**config.mk**
```make
export PLATFORM = sky130hd
export DESIGN_NAME = seq_mult_hs
export DESIGN_NICKNAME = d
export VERILOG_FILES = /design/src/rtl/seq_mult_hs.sv
export SDC_FILE = /design/constraint.sdc
export NUM_CORES = 1
export LEC_CHECK = 0
export CORE_AREA = 2 2 95 97
export DETAILED_ROUTE_END_ITERATION = 8
export DIE_AREA = 0 0 97 99
export PLACE_DENSITY = 0.75
export SLEW_MARGIN = 25
export SYNTH_ARGS = -nofsm -noshare
export SYNTH_HDL_FRONTEND = slang
export SYNTH_SLANG_ARGS = --single-unit
```
**constraint.sdc**
```tcl
create_clock -name clk -period 6.92 [get_ports clk]
set_input_delay 1.384 -clock clk [delete_from_list [all_inputs] [get_ports clk]]
set_output_delay 1.384 -clock clk [all_outputs]
set_load 0.01 [all_outputs]
```
**src/rtl/seq_mult_hs.sv**
```systemverilog
// seq_mult_hs: radix-2 shift-add multiplier with valid/ready handshakes; define SEQ_MULT_SIGNED_EN for signed mode
module seq_mult_hs #(
  parameter  int WIDTH = 16,
  localparam int CNT_W = $clog2(WIDTH + 1)
) (
  input  logic               clk,
  input  logic               reset,
  input  logic               in_valid,
  output logic               in_ready,
  input  logic [WIDTH-1:0]   multiplicand,
  input  logic [WIDTH-1:0]   multiplier,
`ifdef SEQ_MULT_SIGNED_EN
  input  logic               op_signed,
`endif
  output logic               busy,
  output logic               out_valid,
  input  logic               out_ready,
  output logic [2*WIDTH-1:0] product
);
  typedef enum logic [1:0] {IDLE, RUN, DONE} state_t;
  state_t               state_q, state_d;
  logic [WIDTH-1:0]     mcand_q, mcand_d, mq_q, mq_d, acc_q, acc_d;
  logic [CNT_W-1:0]     count_q, count_d;
  logic [2*WIDTH-1:0]   product_q, product_d;
  logic [WIDTH:0]       sum;
  logic [2*WIDTH-1:0]   prod_raw, prod_fin;
  logic [WIDTH-1:0]     a_mag, b_mag;
  assign sum      = {1'b0, acc_q} + (mq_q[0] ? {1'b0, mcand_q} : '0);
  assign prod_raw = {sum, mq_q[WIDTH-1:1]};
`ifdef SEQ_MULT_SIGNED_EN
  logic sign_q, sign_d;
  assign a_mag    = (op_signed && multiplicand[WIDTH-1]) ? -multiplicand : multiplicand;
  assign b_mag    = (op_signed && multiplier[WIDTH-1]) ? -multiplier : multiplier;
  assign sign_d   = (state_q == IDLE && in_valid) ? op_signed & (multiplicand[WIDTH-1] ^ multiplier[WIDTH-1]) : sign_q;
  assign prod_fin = sign_q ? -prod_raw : prod_raw;
  // sign of the result, captured with the operands
  always_ff @(posedge clk)
    sign_q <= reset ? 1'b0 : sign_d;
`else
  assign a_mag    = multiplicand;
  assign b_mag    = multiplier;
  assign prod_fin = prod_raw;
`endif
  assign in_ready  = state_q == IDLE;
  assign busy      = state_q != IDLE;
  assign out_valid = state_q == DONE;
  assign product   = product_q;
  // next state: accept operands, shift-add one multiplier bit per cycle, hold result until taken
  always_comb begin
    state_d   = state_q;
    mcand_d   = mcand_q;
    mq_d      = mq_q;
    acc_d     = acc_q;
    count_d   = count_q;
    product_d = product_q;
    case (state_q)
      IDLE: if (in_valid) begin
        state_d = RUN;
        mcand_d = a_mag;
        mq_d    = b_mag;
        acc_d   = '0;
        count_d = '0;
      end
      RUN: begin
        acc_d   = sum[WIDTH:1];
        mq_d    = {sum[0], mq_q[WIDTH-1:1]};
        count_d = count_q + 1'b1;
        if (count_q == CNT_W'(WIDTH - 1)) begin
          state_d   = DONE;
          product_d = prod_fin;
        end
      end
      DONE: state_d = out_ready ? IDLE : DONE;
      default: state_d = IDLE;
    endcase
  end
  // state and datapath registers
  always_ff @(posedge clk) begin
    if (reset) begin
      state_q   <= IDLE;
      mcand_q   <= '0;
      mq_q      <= '0;
      acc_q     <= '0;
      count_q   <= '0;
      product_q <= '0;
    end else begin
      state_q   <= state_d;
      mcand_q   <= mcand_d;
      mq_q      <= mq_d;
      acc_q     <= acc_d;
      count_q   <= count_d;
      product_q <= product_d;
    end
  end
endmodule

```
======== After elaboration in Yosys (flattened, before gate mapping) ========
Index checks and enable logic that the tools add are counted.
operators by class
  add/subtract/negate cells ............... 2
  eq/ne operators ......................... 5
  mux-type cells .......................... 11
  reduce and logical (&&, ||, !) cells .... 7
operator list
  operator               count
  $pmux W16 S2           2
  $mux W16               3
  $add A16 B16 Y17       1
  $pmux W5 S2            1
  $reduce_and A2 Y1      4
  $mux W2                3
  $pmux W2 S3            1
  $add A5 B1 Y5 const B  1
  $eq A5 B4 Y1 const B   1
  $mux W5                1
  $ne A2 B2 Y1 const B   2
  $reduce_bool A2 Y1     2
  $eq A2 B1 Y1 const B   1
  $eq A2 B2 Y1 const B   1
  $logic_not A2 Y1       1
word-level totals
  bits in registers ....................... 87
  input bits .............................. 36
  output and inout port bits .............. 35

======== Longest topological paths before layout ========
Gate-level depths: netlist (run 1).
  depth after elaboration ................. 3
  gate-level depth with buffers ........... 10

======== Worst setup path after synthesis (run 1) ========
OpenSTA, ideal clock, no wires.
  path kind ............................... register to register
  start ................................... register mq_q[0]
  end ..................................... register acc_q[13]
  data arrival time ....................... 2442 ps
  data required time ...................... 6793 ps
  path slack .............................. 4351 ps
  cell stages (with the launch flop) ...... 11
  buffers on the path ..................... 1
  clock period less this slack ............ 2569 ps
  cell sequence ........................... dfxtp_1 > clkbuf_1 > and2_1 > ha_1 > fa_1 > a211oi_2 > o21ai_1 > a21oi_2 > o221ai_2 > nor4b_2 > or3_1
between the ends
  word-level cells in the longest chain between the ends .. 3
ends and longest elaborated chain
  what                      line  source
  start: declaration        22    logic [WIDTH-1:0] mcand_q, mcand_d, mq_q, mq_d, acc_q, acc_d;
  start signal: assignment  89    mq_q <= mq_d;
  $mux W16                  28    assign sum = {1'b0, acc_q} + (mq_q[0] ? {1'b0, mcand_q} : '0);
  $add A16 B16 Y17          28
  $pmux W16 S2              56    case (state_q)
  end signal: assignment    83    acc_q <= '0;
  end signal: assignment    90    acc_q <= acc_d;
  end: declaration          22
No other way between the ends.
A chain may end at the register's enable or synchronous reset.

==> metrics.yaml, run 1 <==
status:
  status: "completed"
cts:
  h-tree-depth: 3
  tritoncts: "built"
  hold_buffers: 0
  cts_inserted_buffers: 9
  cts.sink_count: 87
  ctsRootBufferMaster: "clkbuf_8"
  insertion_delay_ps: 360
  clk_pin_slew_ps: 90
  cts_setup_buffers: 0
  post_cts_resize_count: 0
  clk_path_buf_depth: 2
global_routing:
  grt_antenna_before_repair: 0
  grt_pass1_wl_mm: 16.57
  grt_pass1_vias: 3621
  grt_max_degree: 78
  grt-ovfl-total: 0
  grtUsageTotal_pct: 20.79
power_and_ir_drop:
  p_per_area_nw_per_um2: 193.9
  power.leakage_nw: 1.964
  vdd_drop_max_mv: 0.1047
critical_path:
  cp_max_fo: 77
  path_cells: "buf_2, buf_4, inv_1, and2_1, nand2_1, o31ai_1, or3_1"
  reg2regPathDepth: 9
  startpoint_type: "input port"
  crit_type: "input port to flop"
  cp-startpoint: "reset"
  reg2reg_from: "mq_q[0]$_SDFFE_PP0P_"
  crit_arrival_ps: 3350
  cp_slowest_stage_delay_ps: 600
  ff2ff_setup_slack_ps: 4020
  endpoint: "acc_q[13]$_SDFFE_PP0P_"
  crit_slowest_cell: "buf_4"
  end_kind: "flop"
  required_ps: 7160
  reg2reg_to: "product[31]$_SDFFE_PP0P_"
synth:
  ys_seq_area_share_pct: 41.55
  async_reset_ff_share_pct: 0
  synth.distinct_cells: 52
  syn_area_um2: 4192
  synth_top_area_share_pct: 41.55
  yosys-top-cells-area: "dfxtp_1 (42%), nand2_1 (11%), a21oi_1 (6.8%), ha_1 (5.4%), nor2_1 (3.9%)"
  synth.largest_area_cell: "dfxtp_1"
  synth_edf_count: 0
  ys_ff_latch: 87
  yosysWarnings: 0
  synthFlopType: "dfxtp_1"
  synth_nets: 588
  syn_area_per_cell_um2: 7.864
  syn_inst: 533
placed_design:
  place_ws_ps: 3451
  port_buffers: 70
  place_hpwl_mm: 6.936
  dp.cells: 681
  place_congestion: 0.9036
  dpl_cell_area_um2: 4922
timing:
  period_share_pct: 44.84
  slew_viol_final: 0
  worst_pin_slew_ps: 793.4
  final-setup-viol-count: 0
  finalClockSkew_ps: 12.28
  hold_viol: 0
  period_needed_ps: 3103
  max_slew_margin_pct: 47.10
  rsz0062_at_grt: "no"
  fin_ws_ps: 3817
  fmax_ghz: 0.3223
  tns_ps: 0
drt:
  final_antenna_net_count: 0
  drt-total-wl_mm: 10.03
  vias: 3867
  drc: 0
  dr.first_iter.drc_count: 159
  wl_per_cell_um: 14.39
  via_per_inst: 5.548
  drt_pre_antenna_iters: 4
floorplan:
  initial_core_util_pct: 49.02
  core_um2: 8551
  die_w_um: 97
  rows: 34
  dieArea_um2: 9603
  num_io_pins: 71
  die_h_um: 99
cells_and_area:
  syn_to_final_growth_pct: 22.27
  design_area_um2: 5125
  n_fill_cell: 791
  nets: 639
  final_cell_count_no_fill: 697
  multi_input_area_um2: 2275
  drive_gt1_share_pct: 6.452
  seqCellArea_um2: 1742
  n_antenna_cell: 0
run:
  drv_cap: 0
min_path:
  min_path_type: "flop to flop"
[final cells by class]
type | count | share of cell area [%]
Timing Repair Buffer | 75 | 14.31
Clock buffer | 10 | 2.490
Inverter | 10 | 0.7324
Clock inverter | 6 | 1.465
Multi-Input combinational cell | 401 | 44.38
Sequential cell | 87 | 33.98
Tap cell | 108 | 2.637
[layer usage]
layer  global-route usage (%)  wire [um]  up-vias
met4                    8.451        217        0
li1                         -          -     1953
met5                        0          0        -
met1                    26.64       4628     1816
met2                    34.72       4760       83
met3                    3.901        419       15
[worst max-delay path, delay by kind of cell]
kind | cells | cell delay [ps]
compound gates | 1 | 70
buf+inv | 3 | 1020
simple gates | 3 | 870
[kinds of logic after synthesis]
kind of cell / synth area share, %
flip-flops: 41.55
adder cells (fa/ha/maj): 5.851
XOR/XNOR: 1.880
multiplexers: 0.5075
buffers and inverters: 4.209
AO/OA/AOI/OAI: 21.43
AND/OR/NAND/NOR: 24.57
[cell usage after synthesis, drive strengths merged (6+ instances only)]
cell type,n
a21oi,62
and2,20
o21ai,17
nor2,43
dfxtp,87
clkbuf,28
nand3,17
nand2,128
a311oi,18
a31oi,6
ha,18
buf,7
inv,10
[registers in the layout, summed over array words and instances, names as in the netlist]
register	count
acc_q	16
product	32
state_q	2
count_q	5
mq_q	16
mcand_q	16
[through the flow]
step / power [W] / hold slack, ps / utilization, %
finish: 0.0009936 / 454.3 / 59.94
global route: 0.001032 / 481.8 / 59.94
CTS: 0.0009997 / 458.3 / 59.94
detailed placement: 0.0006354 / 445.9 / 57.57
global placement: 0.0006318 / 439.3 / 57.55
floorplan: 0.0005965 / 429.7 / -
[cells in the final DEF, fill, tap and decap left out, types with 6 or more instances in the layout]
cell type | Yosys | layout
clkdlybuf4s50_1 | 0 | 69
nand2_1 | 128 | 128
nand3_1 | 17 | 17
a31oi_1 | 6 | 6
o21ai_1 | 12 | 12
a21oi_1 | 57 | 57
and2_1 | 19 | 18
a311oi_1 | 18 | 18
nor2_1 | 43 | 43
clkbuf_8 | 0 | 9
ha_1 | 18 | 18
inv_1 | 9 | 9
dfxtp_1 | 87 | 87
[where the power goes]
group | switching [W] | total, W | internal [W]
combinational | 0.0000533 | 0.0000932 | 0.0000399
clock | 0.000197 | 0.000370 | 0.000173
sequential | 0.0000134 | 0.000531 | 0.000517
total | 0.000264 | 0.000994 | 0.000730
[how the worst min path moves through the flow]
stage,cells after the start,startpoint,slack [ps],end
global placement,2,mcand_q[3]$_SDFFE_PP0P_,440,mcand_q[3]$_SDFFE_PP0P_
floorplan,2,acc_q[9]$_SDFFE_PP0P_,430,acc_q[9]$_SDFFE_PP0P_
CTS,2,mcand_q[7]$_SDFFE_PP0P_,460,mcand_q[7]$_SDFFE_PP0P_
global route,2,product[11]$_SDFFE_PP0P_,480,product[11]$_SDFFE_PP0P_
detailed placement,2,mcand_q[12]$_SDFFE_PP0P_,450,mcand_q[12]$_SDFFE_PP0P_
finish,2,mcand_q[3]$_SDFFE_PP0P_,450,mcand_q[3]$_SDFFE_PP0P_
No activity file was read; power rests on OpenSTA's default activity.
==> run 2: changes to the inputs <==
CORE_AREA = 2 2 97 99   (was 2 2 95 97)
DIE_AREA = 0 0 99 101   (was 0 0 97 99)
clock period = 2.8 ns   (was 6.92 ns; I/O delays follow)
==> metrics.yaml, run 2 (synthesized netlist as in run 1, its figures left out) <==
power_and_ir_drop:
  clockPowerShare_pct: 37.3  # was 37.2%
  p_sw_share_pct: 26.04  # was 26.52%
  power_w: 0.002485  # was 0.0009936 W
  power.leakage_nw: 2.021  # was 1.964 nW
  p_switching_w: 0.0006469  # was 0.0002635 W
  p_per_area_nw_per_um2: 474.5  # was 193.9 nW/um2
  power.internal_w: 0.001838  # was 0.0007301 W
  vdd_drop_max_mv: 0.3228  # was 0.1047 mV
  comb_power_share_pct: 10.1  # was 9.4%
  p_seq_share_pct: 52.6  # was 53.4%
critical_path:
  required_ps: 3040  # was 7160 ps
  cp_max_fo: 7  # was 77
  crit_type: "flop to flop"  # was input port to flop
  end_kind: "flop"  # unchanged
  crit_arrival_ps: 2840  # was 3350 ps
  startpoint_type: "flop"  # was input port
drt:
  via_per_inst: 5.460  # was 5.548
  final_antenna_net_count: 0  # unchanged
  drt-total-wl_mm: 10.26  # was 10.03 mm
  dr.first_iter.drc_count: 191  # was 159
  drc: 0  # unchanged
  wl_per_cell_um: 14.47  # was 14.39 um
  drt_pre_antenna_iters: 5  # was 4
  vias: 3871  # was 3867
timing:
  finalClockSkew_ps: 16.03  # was 12.28 ps
  rsz0062_at_grt: "no"  # unchanged
  hold_viol: 0  # unchanged
  final-setup-viol-count: 0  # unchanged
  period_needed_ps: 2603
  fin_ws_ps: 197.4  # was 3817 ps
  max_slew_margin_pct: 60.30  # was 47.10%
  worst_pin_slew_ps: 595.5  # was 793.4 ps
  tns_ps: 0  # unchanged
  period_share_pct: 92.95
  whs_ps: 455.7  # was 454.3 ps
  slew_viol_final: 0  # unchanged
  fmax_ghz: 0.3842
cts:
  ctsRootBufferMaster: "clkbuf_8"  # unchanged
  clk_path_buf_depth: 2  # unchanged
  tritoncts: "built"  # unchanged
  cts_inserted_buffers: 9  # unchanged
  h-tree-depth: 3  # unchanged
  hold_buffers: 0  # unchanged
  cts.sink_count: 87  # unchanged
  cts_setup_buffers: 0  # unchanged
  clk_pin_slew_ps: 80  # was 90 ps
  insertion_delay_ps: 360  # about the same
placed_design:
  place_congestion: 0.9430  # was 0.9036
  dp.cells: 693  # was 681
  place_ws_ps: 216.7  # was 3451 ps
  port_buffers: 70  # unchanged
  place_hpwl_mm: 7.230  # was 6.936 mm
cells_and_area:
  seqCellArea_um2: 1742  # unchanged
  final_common_cell: "nand2_1"  # unchanged
  final_cell_count_no_fill: 709  # was 697
  n_fill_cell: 830  # was 791
  nets: 648  # was 639
  syn_to_final_growth_pct: 24.93  # was 22.27%
  multi_input_area_um2: 2280  # was 2275 um2
  drive_gt1_share_pct: 8.027  # was 6.452%
  largest_reg_flops: 32  # unchanged
  most-common-layout-cells: "nand2_1 (128), dfxtp_1 (87), clkdlybuf4s50_1 (69), a21oi_1 (57), nor2_1 (43)"  # unchanged
  n_antenna_cell: 0  # unchanged
floorplan:
  rows: 35  # was 34
  initial_core_util_pct: 46.69  # was 49.02%
  dieArea_um2: 9999  # was 9603 um2
  die_w_um: 99  # was 97 um
  num_io_pins: 71  # unchanged
  core_um2: 8977  # was 8551 um2
  die_h_um: 101  # was 99 um
global_routing:
  grt_antenna_before_repair: 0  # unchanged
  grt-ovfl-total: 0  # unchanged
  grt_pass1_wl_mm: 16.98  # was 16.57 mm
  grt_max_degree: 45  # was 78
  grtUsageTotal_pct: 20.78  # was 20.79%
  grt_pass1_vias: 3785  # was 3621
run:
  drv_cap: 0  # unchanged
status:
  status: "completed"  # unchanged
min_path:
  min_path_type: "flop to flop"  # unchanged
## run 2: repair_timing
action                     4_1_cts  5_1_grt
resized for setup                0        1
hold endpoints to repair         0        0
setup endpoints to repair        0        3
## run 2: worst paths after layout
kind                                         startpoint                      end  slack [ps]  depth (start not counted)
worst min register to register  mcand_q[1]$_SDFFE_PP0P_  mcand_q[1]$_SDFFE_PP0P_         460                          2
worst max-delay path               mq_q[0]$_SDFFE_PP0P_   acc_q[13]$_SDFFE_PP0P_         200                          9
worst min-delay path            mcand_q[1]$_SDFFE_PP0P_  mcand_q[1]$_SDFFE_PP0P_         460                          2
worst max register to register     mq_q[0]$_SDFFE_PP0P_   acc_q[13]$_SDFFE_PP0P_         200                          9
## run 2: cell type report
cell class,instances,area share [%]
repair buffers,84,15.77
clock inverters,6,1.434
well taps,111,2.652
inverters,10,0.7168
clock buffers,10,2.628
flip-flops and latches,87,33.26
multi-input cells,401,43.54
## run 2: power groups by stage
stage,Clock (W),Sequential (W),Combinational (W)
5_1_grt,0.00100,0.00131,0.000277
3_3_place_gp,0,0.00134,0.000245
3_5_place_dp,0,0.00134,0.000250
2_1_floorplan,0,0.00133,0.000146
6_report,0.000926,0.00131,0.000251
4_1_cts,0.000952,0.00131,0.000252
## run 2: through the flow
| step | utilization [%] | cell area, um2 |
|---|---|---|
| after floorplan | - | 4192 |
| after global placement | 55.89 | 5017 |
| after detailed placement | 55.89 | 5017 |
| after CTS | 58.26 | 5230 |
| after global routing | 58.33 | 5236 |
| final | 58.33 | 5236 |
## run 2: metal layers
metal	up-vias	share of wire [%]	global-route usage [%]	wire [um]
li1	1973	-	-	-
met4	0	1.6	6.955	163
met1	1806	44	25.57	4555
met3	15	4.1	4.230	424
met2	77	50	36.33	5116
met5	-	0	0	0
## run 2: critical path, stage by stage (launching register included)
cell      delay (ps)
dfxtp_1          350
and2_1           150
ha_1             210
fa_1             440
a211oi_2         240
o21ai_1          110
a21oi_2          210
o221ai_2         200
nor4b_2          210
or3_1            350
